[config.mk]
export PLATFORM = sky130hd
export DESIGN_NAME = tempsens_core_emu
export DESIGN_NICKNAME = d
export VERILOG_FILES = /design/src/rtl/tempsens_core_emu.sv
export SDC_FILE = /design/constraint.sdc
export NUM_CORES = 1
export LEC_CHECK = 0
export CORE_UTILIZATION = 30
export CTS_BUF_LIST = sky130_fd_sc_hd__clkbuf_16
export DETAILED_ROUTE_END_ITERATION = 16
export PLACE_DENSITY_LB_ADDON = 0.15
export REMOVE_ABC_BUFFERS = 1
export SLEW_MARGIN = 40
export SYNTH_ARGS = -nofsm -noshare
export SYNTH_HDL_FRONTEND = slang
export SYNTH_SLANG_ARGS = --single-unit
[constraint.sdc]
create_clock -name clk -period 3.58 [get_ports clk]
set_input_delay 0.895 -clock clk [delete_from_list [all_inputs] [get_ports clk]]
set_output_delay 0.895 -clock clk [all_outputs]
set_load 0.05 [all_outputs]
[src/rtl/tempsens_core_emu.sv]
// rtl/tempsens_core_emu.sv - cycle-based digital stand-in for the analog temperature-sensor core
// Optional LFSR delay jitter: define TEMPSENS_EMU_JITTER_EN.
module tempsens_core_emu #(
    parameter int DAC_RESOLUTION = 6,
    parameter int N_TCODE        = 8,
    parameter int N_CNT          = 20,
    parameter int BASE_DELAY     = 4,
    parameter int DAC_SHIFT      = 2,
    parameter int MIN_PRECHARGE  = 2
) (
    input  logic                      clk,
    input  logic                      reset,
    input  logic [DAC_RESOLUTION-1:0] i_dac_data,
    input  logic                      i_dac_en,
    input  logic                      i_precharge_n,
    input  logic [N_TCODE-1:0]        i_temp_code,
    output logic                      o_tempdelay,
    output logic                      o_busy,
    output logic                      o_err_short,
    output logic                      o_err_stall
);

    localparam int TW  = N_CNT + 2;
    localparam int PCW = $clog2(MIN_PRECHARGE + 2);
    localparam logic [PCW-1:0] PC_MAX = PCW'(MIN_PRECHARGE);
    localparam logic [TW-1:0]  SAT_W  = {2'b00, {N_CNT{1'b1}}};

    typedef enum logic [1:0] {
        ST_PRECHARGE = 2'd0,
        ST_DISCHARGE = 2'd1,
        ST_FIRED     = 2'd2,
        ST_STALL     = 2'd3
    } state_t;

    state_t                    state;
    logic [PCW-1:0]            pc_cnt;
    logic [N_CNT-1:0]          cnt;
    logic [N_CNT-1:0]          target;
    logic [N_CNT-1:0]          target_next;
    logic [TW-1:0]             sum_w;
    logic [DAC_RESOLUTION-1:0] dac_inv;

    // Inverted code equals (2^DAC_RESOLUTION-1 - i_dac_data)
    assign dac_inv = ~i_dac_data;

`ifdef TEMPSENS_EMU_JITTER_EN
    logic [15:0] lfsr;
    logic [TW-1:0] jit_p1;

    always_ff @(posedge clk) begin
        if (reset) begin
            lfsr <= 16'hACE1;
        end else begin
            lfsr <= {lfsr[14:0], lfsr[15] ^ lfsr[13] ^ lfsr[12] ^ lfsr[10]};
        end
    end

    // Offset -1/0/0/+1 carried as +0/+1/+1/+2 so the sum never goes negative
    always_comb begin
        jit_p1 = TW'(1);
        if (lfsr[1:0] == 2'b00) begin
            jit_p1 = '0;
        end else if (lfsr[1:0] == 2'b11) begin
            jit_p1 = TW'(2);
        end
    end
`endif

    always_comb begin
        sum_w = TW'(BASE_DELAY) + TW'(i_temp_code) + (TW'(dac_inv) << DAC_SHIFT);
`ifdef TEMPSENS_EMU_JITTER_EN
        sum_w = sum_w + jit_p1;
        if (sum_w > TW'(1)) begin
            sum_w = sum_w - TW'(1);
        end else begin
            sum_w = '0;
        end
`endif
        if (sum_w > SAT_W) begin
            target_next = '1;
        end else if (sum_w == '0) begin
            target_next = N_CNT'(1);
        end else begin
            target_next = sum_w[N_CNT-1:0];
        end
    end

    always_ff @(posedge clk) begin
        if (reset) begin
            state       <= ST_PRECHARGE;
            pc_cnt      <= '0;
            cnt         <= '0;
            target      <= '0;
            o_tempdelay <= 1'b0;
            o_busy      <= 1'b0;
            o_err_short <= 1'b0;
            o_err_stall <= 1'b0;
        end else if (!i_precharge_n) begin
            // Precharge overrides fire and stall from any state
            state       <= ST_PRECHARGE;
            o_tempdelay <= 1'b0;
            o_busy      <= 1'b0;
            if (state != ST_PRECHARGE) begin
                pc_cnt <= PCW'(1);
            end else if (pc_cnt < PC_MAX) begin
                pc_cnt <= pc_cnt + PCW'(1);
            end
        end else begin
            case (state)
                ST_PRECHARGE: begin
                    pc_cnt      <= '0;
                    o_tempdelay <= 1'b0;
                    if (pc_cnt < PC_MAX) begin
                        o_err_short <= 1'b1;
                    end
                    if (i_dac_en) begin
                        target <= target_next;
                        cnt    <= N_CNT'(1);
                        o_busy <= 1'b1;
                        state  <= ST_DISCHARGE;
                    end else begin
                        o_err_stall <= 1'b1;
                        state       <= ST_STALL;
                    end
                end
                ST_DISCHARGE: begin
                    if (!i_dac_en) begin
                        o_err_stall <= 1'b1;
                        o_busy      <= 1'b0;
                        state       <= ST_STALL;
                    end else if (cnt == target) begin
                        o_tempdelay <= 1'b1;
                        o_busy      <= 1'b0;
                        state       <= ST_FIRED;
                    end else begin
                        cnt <= cnt + N_CNT'(1);
                    end
                end
                ST_FIRED: begin
                    o_tempdelay <= 1'b1;
                end
                default: begin
                    o_tempdelay <= 1'b0;
                end
            endcase
        end
    end

endmodule

; ---- Word level (Yosys, flattened, before mapping)
; Cells that the tools add are included.
[totals]
output_inout_bits = 4
regBits = 48
wordCells = 62
inputBits = 18
[classes]
magnitude_cmp = 2
muxes = 21
addsub = 4
bitwise = 3
reduce_logical = 15
eq_ne = 9
[op_table]
columns = cell, n
row1 = $mux 20, 4
row2 = $pmux 20 s2, 1
row3 = $logic_not 22->1, 1
row4 = $add 20x1->20 const B, 1
row5 = $eq 20x20->1, 1
row6 = $gt 10x20->1 const B, 1
row7 = $mux 2, 7
row8 = $reduce_and 3->1, 4
row9 = $add 9x8->10, 1
row10 = $mux 10, 1
row11 = $add 3x8->9 const A, 1
row12 = $ne 2x2->1 const B, 4
row13 = $not 6->6, 1
row14 = $reduce_and 2->1, 3
row15 = $mux 1, 5
row16 = $reduce_and 5->1, 1
row17 = $pmux 1 s2, 2
row18 = $pmux 2 s2, 1
row19 = $reduce_bool 2->1, 2
row20 = $reduce_or 2->1, 2
row21 = $ne 3x3->1 const B, 1
row22 = $reduce_bool 3->1, 1
row23 = $add 2x1->2 const B, 1
row24 = $eq 2x1->1 const B, 1
row25 = other kinds (5), 6

; ---- Depth between registers and ports, before layout
; Gate-level depths: netlist of run 1.
[logic_depth]
depth_word = 5
ltp_mapped = 11
ltp_nobuf = 11

; ---- Least setup slack after synthesis of run 1
; No wires, ideal clock.
[synth_path]
path_kind = input -> register
from = in i_dac_data[1]
to = reg target[0]
slack_ps = 939
setup_ps = 116
arrival_ps = 2524
cell_stages = 10
path_buffers = 0
required_time_ps = 3464
cell_sequence = inv_1 > ha_1 > ha_1 > inv_1 > fa_1 > nand2b_1 > a21oi_1 > xor2_1 > nor2_1 > a41o_1
[synth_between]
elab_chain_cells = 5
word_cells_on_any_way = 6
classes_between = add/sub: 1 / order compare: 1 / mux: 2 / bitwise: 1 / reduce/logical: 1
[synth_lines]
columns = element, line
row1 = "start, declared", 13  ; input logic [DAC_RESOLUTION-1:0] i_dac_data,
row2 = $not 6->6 *, 44  ; assign dac_inv = ~i_dac_data;
row3 = $add 9x8->10 *, 70  ; sum_w = TW'(BASE_DELAY) + TW'(i_temp_code) + (TW'(dac_inv) << DAC_SHIFT);
row4 = branches (longest 2 deep; another with $gt 10x20->1), n/a
row5 = $mux 20 *, 79  ; if (sum_w > SAT_W) begin
row6 = "end signal, assigned", 117  ; target <= target_next;
row7 = "end, declared", 38  ; logic [N_CNT-1:0] target;
; Every way passes the cells marked *.
; A chain may end at the register's enable or synchronous reset.

; ---- Final worst setup path of run 1
; Ends and elaborated chain as after synthesis.

==> metrics.md, run 1 <==
| Metric | Value |
|---|---|
| PwrDens | `between 300 and 400 nW/um2` |
| CP Class | `in2reg` |
| Synth Flop Type | `dfxtp_1` |
| Clk pin slew, worst setup/hold paths | `0.06 ns` |
| Synth area leaders | `dfxtp_1 (32%), ha_1 (7.5%), nor2_1 (5.6%), nand2_1 (5.4%), xnor2_1 (4.5%)` |
| I/O Buffers | `21` |
| CP Launch Type | `input pin` |
| Met1 wire length | `2720 um` |
| First-pass iteration count of the detailed router | `4` |
| Nature of the critical path endpoint | `register` |
| Asr flop ratio synth | `0%` |
| Maximum VDD drop | `roughly 190 uV` |
| Die H | `90.4 um` |
| CTS Hold Buffers Added | `0` |
| Top sig layer | `met4` |
| Inserted Diodes | `0` |
| I/O pin cnt | `22` |
| Leak | `about 0.0011 uW` |
| Resize count post-CTS | `0` |
| Seq pwr share | `approximately 41%` |
| CTS root buf | `clkbuf_16` |
| Postcts setup bufs | `0` |
| CTS sink count | `38` |
| Via count | `between 2000 and 2500` |
| Period utilization | `approximately four fifths` |
| Yosys top cell area share | `32.5%` |
| Met3 WL | `109 um` |
| FILL cells | `799` |
| Synth cell count leaders | `dfxtp_1 (38), nor2_1 (35), nand2_1 (34)` |
| Status | `finished, final reports clean` |
| Largest area contributor in the netlist | `dfxtp_1` |
| Sequential area share after synthesis | `32.5%` |
| Arrival time worst endpoint | `3.10 ns` |
| F_max | `341 MHz` |
| Internal reg-to-reg setup slack | `1.34 ns` |
| Setup violations, final | `0` |
| Core area | `7410 um2` |
| Worst reg2reg path depth | `5` |
| Hpwl dp | `roughly 3800 um` |
| RR Startpoint | `cnt[16]` |
| Layout net count | `343` |
| Distinct cell type count after synthesis | `51` |
| Die width | `90.4 um` |
| Worst-margin pin slew | `0.629 ns` |
| First-pass GRT wire length | `9180 um` |
| CP Max Fanout | `2` |
| Slew Viols, Final | `0` |
| CTS buffer count | `5` |
| Clock Path Buffers | `2` |
| Post-synth EDFFs | `0` |
| RSZ-0062 raised after global routing | `false` |
| Max_slew headroom | `between 50% and 60%` |
| Fin crit period | `just under 3 ns` |
| Final Hold Viols | `0` |
| Largest net degree at the start of global routing | `22` |
| GRT Util Overall | `13.9%` |
| Clock share of power | `a little under two fifths` |
| Gpl congestion | `around 0.77` |
| Met2 wire len | `~2300 um` |
| ANT nets after route | `0` |
| Comb pwr share | `20.9%` |
| CTS tree | `built` |
| Beginning of the critical path | `i_dac_data[1]` |
| Worst Setup EP | `target[0]` |
| Most frequent cell after synthesis | `dfxtp_1` |
| WL/cell | `12.7 um` |
| Yosys warnings | `0` |
| First DRT Iteration DRCs | `102` |
| Cell Area, Synth | `2340 um2` |
| Vias in the first global route | `1938` |
| Drc violations | `0` |
| Synthesized area per cell | `7.91 um2` |
| Layout cells sized above 1 | `6.43%` |
| Area grow syn2layout | `18.1%` |
| Post-Route WL | `between 5000 and 6000 um` |
| Total power | `1100 uW` |
| DR vias/cell | `approximately 5.0` |
| Number of max-cap violations | `0` |
| Initial antenna violation count | `0` |
| Final worst clock skew | `0.00565 ns` |
| Setup_tns | `0 ns` |
| Reg2Reg Capture Point | `o_tempdelay` |
| Net switching power | `312 uW` |
| Worst min path class | `reg2reg` |
| Net Sw Frac | `~28%` |
| Worst endpoint required time | `3.75 ns` |
| Die area | `8160 um2` |
| FF+latch count, synth | `38` |
| Pint | `786 uW` |
| GRT overflow | `0` |
| Starting density of the core | `a little under a third` |
| Hold Path Stages | `2` |
| Number of placement rows | `31` |
| Worst skew pair latency | `0.28 ns` |
| Synth Instances | `296` |
| H-tree lvl count | `2` |
==> state kept, by name, indices dropped and copies added, names as in the netlist <==
| name | cells |
|---|---|
| o_err_short | 1 |
| o_err_stall | 1 |
| pc_cnt | 2 |
| cnt | 20 |
| o_busy | 1 |
| o_tempdelay | 1 |
| target | 10 |
| state | 2 |
==> cell usage in the layout (no fill, tap or decap), drive strengths merged, types with 2 or more instances in the layout <==
master / instances
a211oi: 2
a21o: 4
a21oi: 17
a311oi: 3
a31oi: 5
a41o: 2
and2: 2
and3: 8
buf: 3
clkbuf: 5
clkdlybuf4s50: 21
clkinv: 2
dfxtp: 38
ha: 14
inv: 18
mux2i: 2
nand2: 34
nand2b: 4
nand3: 17
nand4: 12
nor2: 35
nor2b: 2
nor3: 5
nor3b: 3
nor4: 6
o211a: 2
o21a: 4
o21ai: 5
or4: 2
xnor2: 12
xor2: 10
==> critical path, cell delays in order <==
cell	delay [ns]
clkdlybuf4s50_1	0.45
inv_1	0.04
ha_1	0.27
ha_1	0.15
inv_1	0.05
fa_1	0.38
nand2b_1	0.16
a21oi_1	0.20
xor2_1	0.21
nor2_1	0.07
a41o_1	0.22
==> stage by stage <==
| stage | util [%] | hold slack [ns] | cells | setup WS (ns) | cell area, um2 |
|---|---|---|---|---|---|
| global placement | 35.3 | 0.463 | 402 | 0.406 | 2620 |
| CTS | 37.2 | 0.474 | 410 | 0.638 | 2750 |
| global route | 37.3 | 0.501 | 410 | 0.502 | 2770 |
| floorplan | - | 0.439 | 279 | 0.939 | 2260 |
| detailed placement | 35.3 | 0.462 | 402 | 0.339 | 2620 |
| finish | 37.3 | 0.471 | 410 | 0.648 | 2770 |
==> power by group through the flow <==
stage                     Sequential (uW)  Combinational, uW  Clock [uW]
after CTS                             452                230         431
final                                 452                229         417
after floorplan                       472                142           0
after detailed placement              461                229           0
after global placement                461                229           0
after global routing                  454                258         446
==> cells by family after synthesis <==
kind of cell | count (synthesis) | synth area share, %
mux | 2 | 0.855
compound gates | 54 | 16.2
fa+ha+maj | 15 | 8.33
buf+inv | 34 | 6.30
xor+xnor | 22 | 8.23
flops | 38 | 32.5
simple gates | 131 | 27.6
==> layout make-up <==
type	instances	area, um2	share of cell area, %
repair buffers	24	233	8.41
clock buffers	5	125	4.52
inverters	17	63.8	2.31
well taps	99	124	4.48
flip-flops and latches	38	761	27.5
clock inverters	3	12.5	0.452
multi-input cells	224	1450	52.3
==> layer usage <==
metal | global-route usage (%) | vias to the layer above
li1 | - | 1067
met1 | 19.3 | 959
met2 | 21.5 | 21
met3 | 2.53 | 4
met4 | 4.84 | 0
met5 | 0 | -
==> how the worst min path moves through the flow <==
stage | from | endpoint | slack (ns)
finish | target[7] | target[7] | 0.47
global route | target[7] | target[7] | 0.50
CTS | target[7] | target[7] | 0.47
detailed placement | o_err_short | o_err_short | 0.46
global placement | target[7] | target[7] | 0.46
floorplan | pc_cnt[1] | pc_cnt[1] | 0.44
No activity file was read; power rests on OpenSTA's default activity.
==> run 2, diff against run 1 <==
==> constraint.sdc (replaced) <==
create_clock -name clk -period 2.8 [get_ports clk]
set_input_delay 0.7 -clock clk [delete_from_list [all_inputs] [get_ports clk]]
set_output_delay 0.7 -clock clk [all_outputs]
set_load 0.05 [all_outputs]
==> metrics.md, run 2 (same netlist as run 1, synthesis figures left out) <==
| Metric | Value |
|---|---|
| Status | `finished, final reports clean` |
| CP Max Fanout | `2` |
| Die width | `between 90 and 100 um` |
| CTS root buf | `clkbuf_16` |
| Period utilization | `93.4%` |
| CP Launch Type | `input pin` |
| Biggest regs | `cnt (20), target (10)` |
| Placed insts | `415` |
| Setup violations, final | `0` |
| Fin crit period | `2.62 ns` |
| Inserted Diodes | `0` |
| Hpwl dp | `~4000 um` |
| Worst skew pair latency | `0.28 ns` |
| First DRT Iteration DRCs | `61` |
| Reg with most FFs | `cnt` |
| Max FFs per register | `20` |
| Fin Hold WS | `0.467 ns` |
| Commonest non-fill, non-tap cells in the layout | `dfxtp_1 (38), nor2_1 (35), nand2_1 (34)` |
| CP cell instances | `clkdlybuf4s50_1 -> inv_1 -> ha_1 -> ha_1 -> inv_1 -> fa_2 -> nand2b_4 -> a21oi_4 -> xor2_1 -> nor2_1 -> a41o_1` |
| Core area | `around 7400 um2` |
| Largest net degree at the start of global routing | `16` |
| Drc violations | `0` |
| Max incr delay on CP | `0.45 ns` |
| Critical-path top delay cell | `clkdlybuf4s50_1` |
| Area grow syn2layout | `23.8%` |
| Worst endpoint required time | `2.97 ns` |
| Worst-margin pin slew | `approximately 0.48 ns` |
| Slew Viols, Final | `0` |
| Nature of the critical path endpoint | `register` |
| Clock Path Buffers | `2` |
| Maximum VDD drop | `251 uV` |
| PwrDens | `529 nW/um2` |
| Max_slew headroom | `between 60% and 70%` |
| CTS Hold Buffers Added | `0` |
| CP Class | `in2reg` |
| I/O pin cnt | `22` |
| F_max | `382 MHz` |
| Die area | `8160 um2` |
| GRT Util Overall | `14.2%` |
| I/O Buffers | `21` |
| Arrival time worst endpoint | `2.79 ns` |
| CTS sink count | `38` |
| ANT nets after route | `0` |
| CTS buffer count | `5` |
| Initial antenna violation count | `0` |
| H-tree lvl count | `2` |
| Starting density of the core | `between 30% and 40%` |
| Leak | `0.00115 uW` |
| Gpl congestion | `0.758` |
| Via count | `2120` |
| Worst min path class | `reg2reg` |
| DR vias/cell | `5.01` |
| Die H | `90.4 um` |
| RSZ-0062 raised after global routing | `false` |
| Final Hold Viols | `0` |
| CTS tree | `built` |
| Commonest non-fill, non-tap cell in the layout | `dfxtp_1` |
| Layout net count | `356` |
| Vias in the first global route | `about 2000` |
| First-pass iteration count of the detailed router | `4` |
| Final worst clock skew | `0.00445 ns` |
| Final cell count without fillers | `423` |
| GRT overflow | `0` |
| First-pass GRT wire length | `9390 um` |
| Layout cells sized above 1 | `11.4%` |
| Clk pin slew, worst setup/hold paths | `0.05 ns` |
| Setup_tns | `0 ns` |
| Number of max-cap violations | `0` |
| Final Core Density | `between 30% and 40%` |
| WL/cell | `12.5 um` |
| FILL cells | `780` |
| Post-Route WL | `5310 um` |
| Number of placement rows | `31` |
-- run 2: layer usage --
metal	routed length, um	vias to the layer above	global-route usage [%]
li1	-	1089	-
met5	0	-	0
met1	2730	989	18.7
met2	2350	37	22.8
met4	60	0	4.44
met3	165	5	3.28
-- run 2: final cells by class --
cell class | instances | area (um2) | share of cell area [%]
repair buffers | 37 | 330 | 11.4
clock inverters | 3 | 40.0 | 1.38
inverters | 17 | 63.8 | 2.20
well taps | 99 | 124 | 4.27
clock buffers | 5 | 125 | 4.32
multi-input cells | 224 | 1460 | 50.2
flip-flops and latches | 38 | 761 | 26.2
-- run 2: worst max-delay path: cells and delay by family --
kind	cells	cell delay [ns]
fa+ha+maj	3	0.76
xor+xnor	1	0.20
buf+inv	3	0.54
simple gates	2	0.22
compound gates	2	0.37
-- run 2: repair_timing --
action                                  4_1_cts  5_1_grt
buffers inserted                              0        0
endpoints found under the setup margin        0        2
resized for setup                             0        4
-- run 2: stage by stage --
stage | area [um2] | total power, uW | setup WS [ns]
after CTS | 2880 | 1550 | 0.0690
after global placement | 2710 | 909 | -0.164
after detailed placement | 2710 | 908 | -0.227
after global routing | 2900 | 1620 | 0.0539
final | 2900 | 1530 | 0.184
after floorplan | 2260 | 784 | 0.354
-- run 2: final timing paths --
kind,from,end,cells after the start,slack [ns]
setup / recovery,i_dac_data[1],target[0],11,0.18
setup reg to reg,cnt[16],o_tempdelay,5,0.50
hold / removal,target[6],target[6],2,0.47
hold reg to reg,target[6],target[6],2,0.47
-- run 2: report_power, final --
group          internal [uW]  total, uW  switching, uW
combinational            146        326            180
sequential               562        577           15.1
clock                    416        631            215
total                   1120       1530            409
==> run 3, diff against run 2 <==
--- a/config.mk
+++ b/config.mk
@@ -5,6 +5,7 @@
 export SDC_FILE = /design/constraint.sdc
 export NUM_CORES = 1
 export LEC_CHECK = 0
+export CORE_ASPECT_RATIO = 0.9
 export CORE_UTILIZATION = 30
 export CTS_BUF_LIST = sky130_fd_sc_hd__clkbuf_16
 export DETAILED_ROUTE_END_ITERATION = 16
==> metrics.md, run 3 (same netlist as run 1, synthesis figures left out) <==
| Metric | Value |
|---|---|
| Internal reg-to-reg setup slack | `0.57 ns` |
| Total power | `1430 uW` |
| Commonest non-fill, non-tap cells in the layout | `dfxtp_1 (38), nor2_1 (35), nand2_1 (34)` |
| CTS tree | `built` |
| Worst path depth | `11` |
| Max incr delay on CP | `between 0.4 and 0.5 ns` |
| Layout cells sized above 1 | `about a tenth` |
| CP cell instances | `clkdlybuf4s50_1 -> inv_1 -> ha_1 -> ha_1 -> inv_1 -> fa_1 -> nand2b_4 -> a21oi_4 -> xor2_2 -> nor2_1 -> a41o_1` |
| Final Hold Viols | `0` |
| Commonest non-fill, non-tap cell in the layout | `dfxtp_1` |
| FILL cells | `765` |
| Nature of the critical path endpoint | `register` |
| H-tree lvl count | `2` |
| RSZ-0062 raised after global routing | `false` |
| DR vias/cell | `between 4 and 5` |
| I/O Buffers | `21` |
| Starting density of the core | `31.0%` |
| Biggest regs | `cnt (20), target (10)` |
| Die width | `between 90 and 100 um` |
| CTS buffer count | `5` |
| Hold Path Stages | `2` |
| I/O pin cnt | `22` |
| Setup violations, final | `0` |
| Post-Route WL | `5440 um` |
| First-pass iteration count of the detailed router | `4` |
| Inserted Diodes | `0` |
| GRT overflow | `0` |
| Final cell count without fillers | `419` |
| Register area | `between 700 and 800 um2` |
| Worst endpoint required time | `2.97 ns` |
| Worst reg2reg path depth | `5` |
| Clk pin slew, worst setup/hold paths | `about 0.050 ns` |
| Final worst clock skew | `0.00280 ns` |
| Number of max-cap violations | `0` |
| Via count | `slightly above 2000` |
| Period utilization | `93.9%` |
| PwrDens | `approximately 500 nW/um2` |
| Multi-input logic area | `1460 um2` |
| Core area | `7540 um2` |
| Worst skew pair latency | `0.28 ns` |
| First-pass GRT wire length | `9230 um` |
| GRT Util Overall | `14.5%` |
| Fin crit period | `around 2.6 ns` |
| CP Launch Type | `input pin` |
| Slew Viols, Final | `0` |
| CP Buf/Inv Count | `3` |
| Arrival time worst endpoint | `between 2 and 3 ns` |
| Die H | `about 86 um` |
| WL/cell | `13.0 um` |
| Vias in the first global route | `1916` |
| Hpwl dp | `4080 um` |
| Leak | `about 0.0011 uW` |
| Gpl congestion | `0.767` |
| Maximum VDD drop | `206 uV` |
| Reg with most FFs | `cnt` |
| Drc violations | `0` |
| First DRT Iteration DRCs | `132` |
| Fin Hold WS | `0.468 ns` |
| Area grow syn2layout | `22.4%` |
| Final Core Density | `38.0%` |
| Max FFs per register | `20` |
| Worst min path class | `reg2reg` |
| F_max | `approximately 380 MHz` |
| CTS root buf | `clkbuf_16` |
| Clock Path Buffers | `2` |
| Layout net count | `356` |
| CP Max Fanout | `2` |
| Placed insts | `412` |
| Status | `finished, final reports clean` |
| ANT nets after route | `0` |
| Worst-margin pin slew | `0.495 ns` |
| CP Class | `in2reg` |
| Largest net degree at the start of global routing | `16` |
| CP top delay family | `adder cells` |
| CTS sink count | `38` |
| Max_slew headroom | `66.9%` |
| Critical-path top delay cell | `clkdlybuf4s50_1` |
| Die area | `slightly above 8000 um2` |
| Number of placement rows | `30` |
| Initial antenna violation count | `0` |
-- run 3: area by class of cell --
cell class,instances,area share (%)
Clock buffer,5,4.36
Clock inverter,2,0.262
Inverter,17,2.23
Multi-Input combinational cell,224,50.9
Sequential cell,38,26.5
Tap cell,96,4.19
Timing Repair Buffer,37,11.5
-- run 3: path summary, 6_finish.rpt --
check                     start     endpoint
setup / recovery  i_dac_data[1]    target[0]
hold / removal        target[6]    target[6]
setup reg to reg        cnt[16]  o_tempdelay
hold reg to reg       target[6]    target[6]
-- run 3: timing repair --
| action | 4_1_cts | 5_1_grt |
|---|---|---|
| hold buffers | 0 | 0 |
| gates resized for setup | 0 | 4 |
| hold endpoints to repair | 0 | 0 |
| setup buffers | 0 | 0 |
| endpoints found under the setup margin | 0 | 2 |
-- run 3: power by group --
group	total, uW	leakage, uW	switching, uW	internal, uW
Clock	526	0.0000723	208	318
Sequential	578	0.000309	16.1	562
Combinational	327	0.000764	183	144
Total	1430	0.00115	407	1020
-- run 3: through the flow --
step | setup slack [ns] | TNS, ns | instance area (um2)
after floorplan | 0.354 | 0 | 2260
after global placement | -0.172 | -0.360 | 2710
after detailed placement | -0.204 | -0.468 | 2710
after CTS | 0.0897 | 0 | 2840
after global routing | 0.0353 | 0 | 2870
final | 0.171 | 0 | 2870
-- run 3: per-layer routing --
layer	track usage [%]	routed length, um	vias up	share of wire [%]
li1	-	-	1091	-
met1	21.0	2990	943	55
met2	21.6	2280	29	42
met3	2.93	132	4	2.4
met4	4.13	31	0	0.57
met5	0	0	-	0
-- run 3: worst reg2reg max path, cell delays in order (launching register included) --
cell and delay [ns]:
dfxtp_1 0.34, nor4_1 0.41, nand4_1 0.18, or4_1 0.69
mux2i_1 0.18, a311o_1 0.32
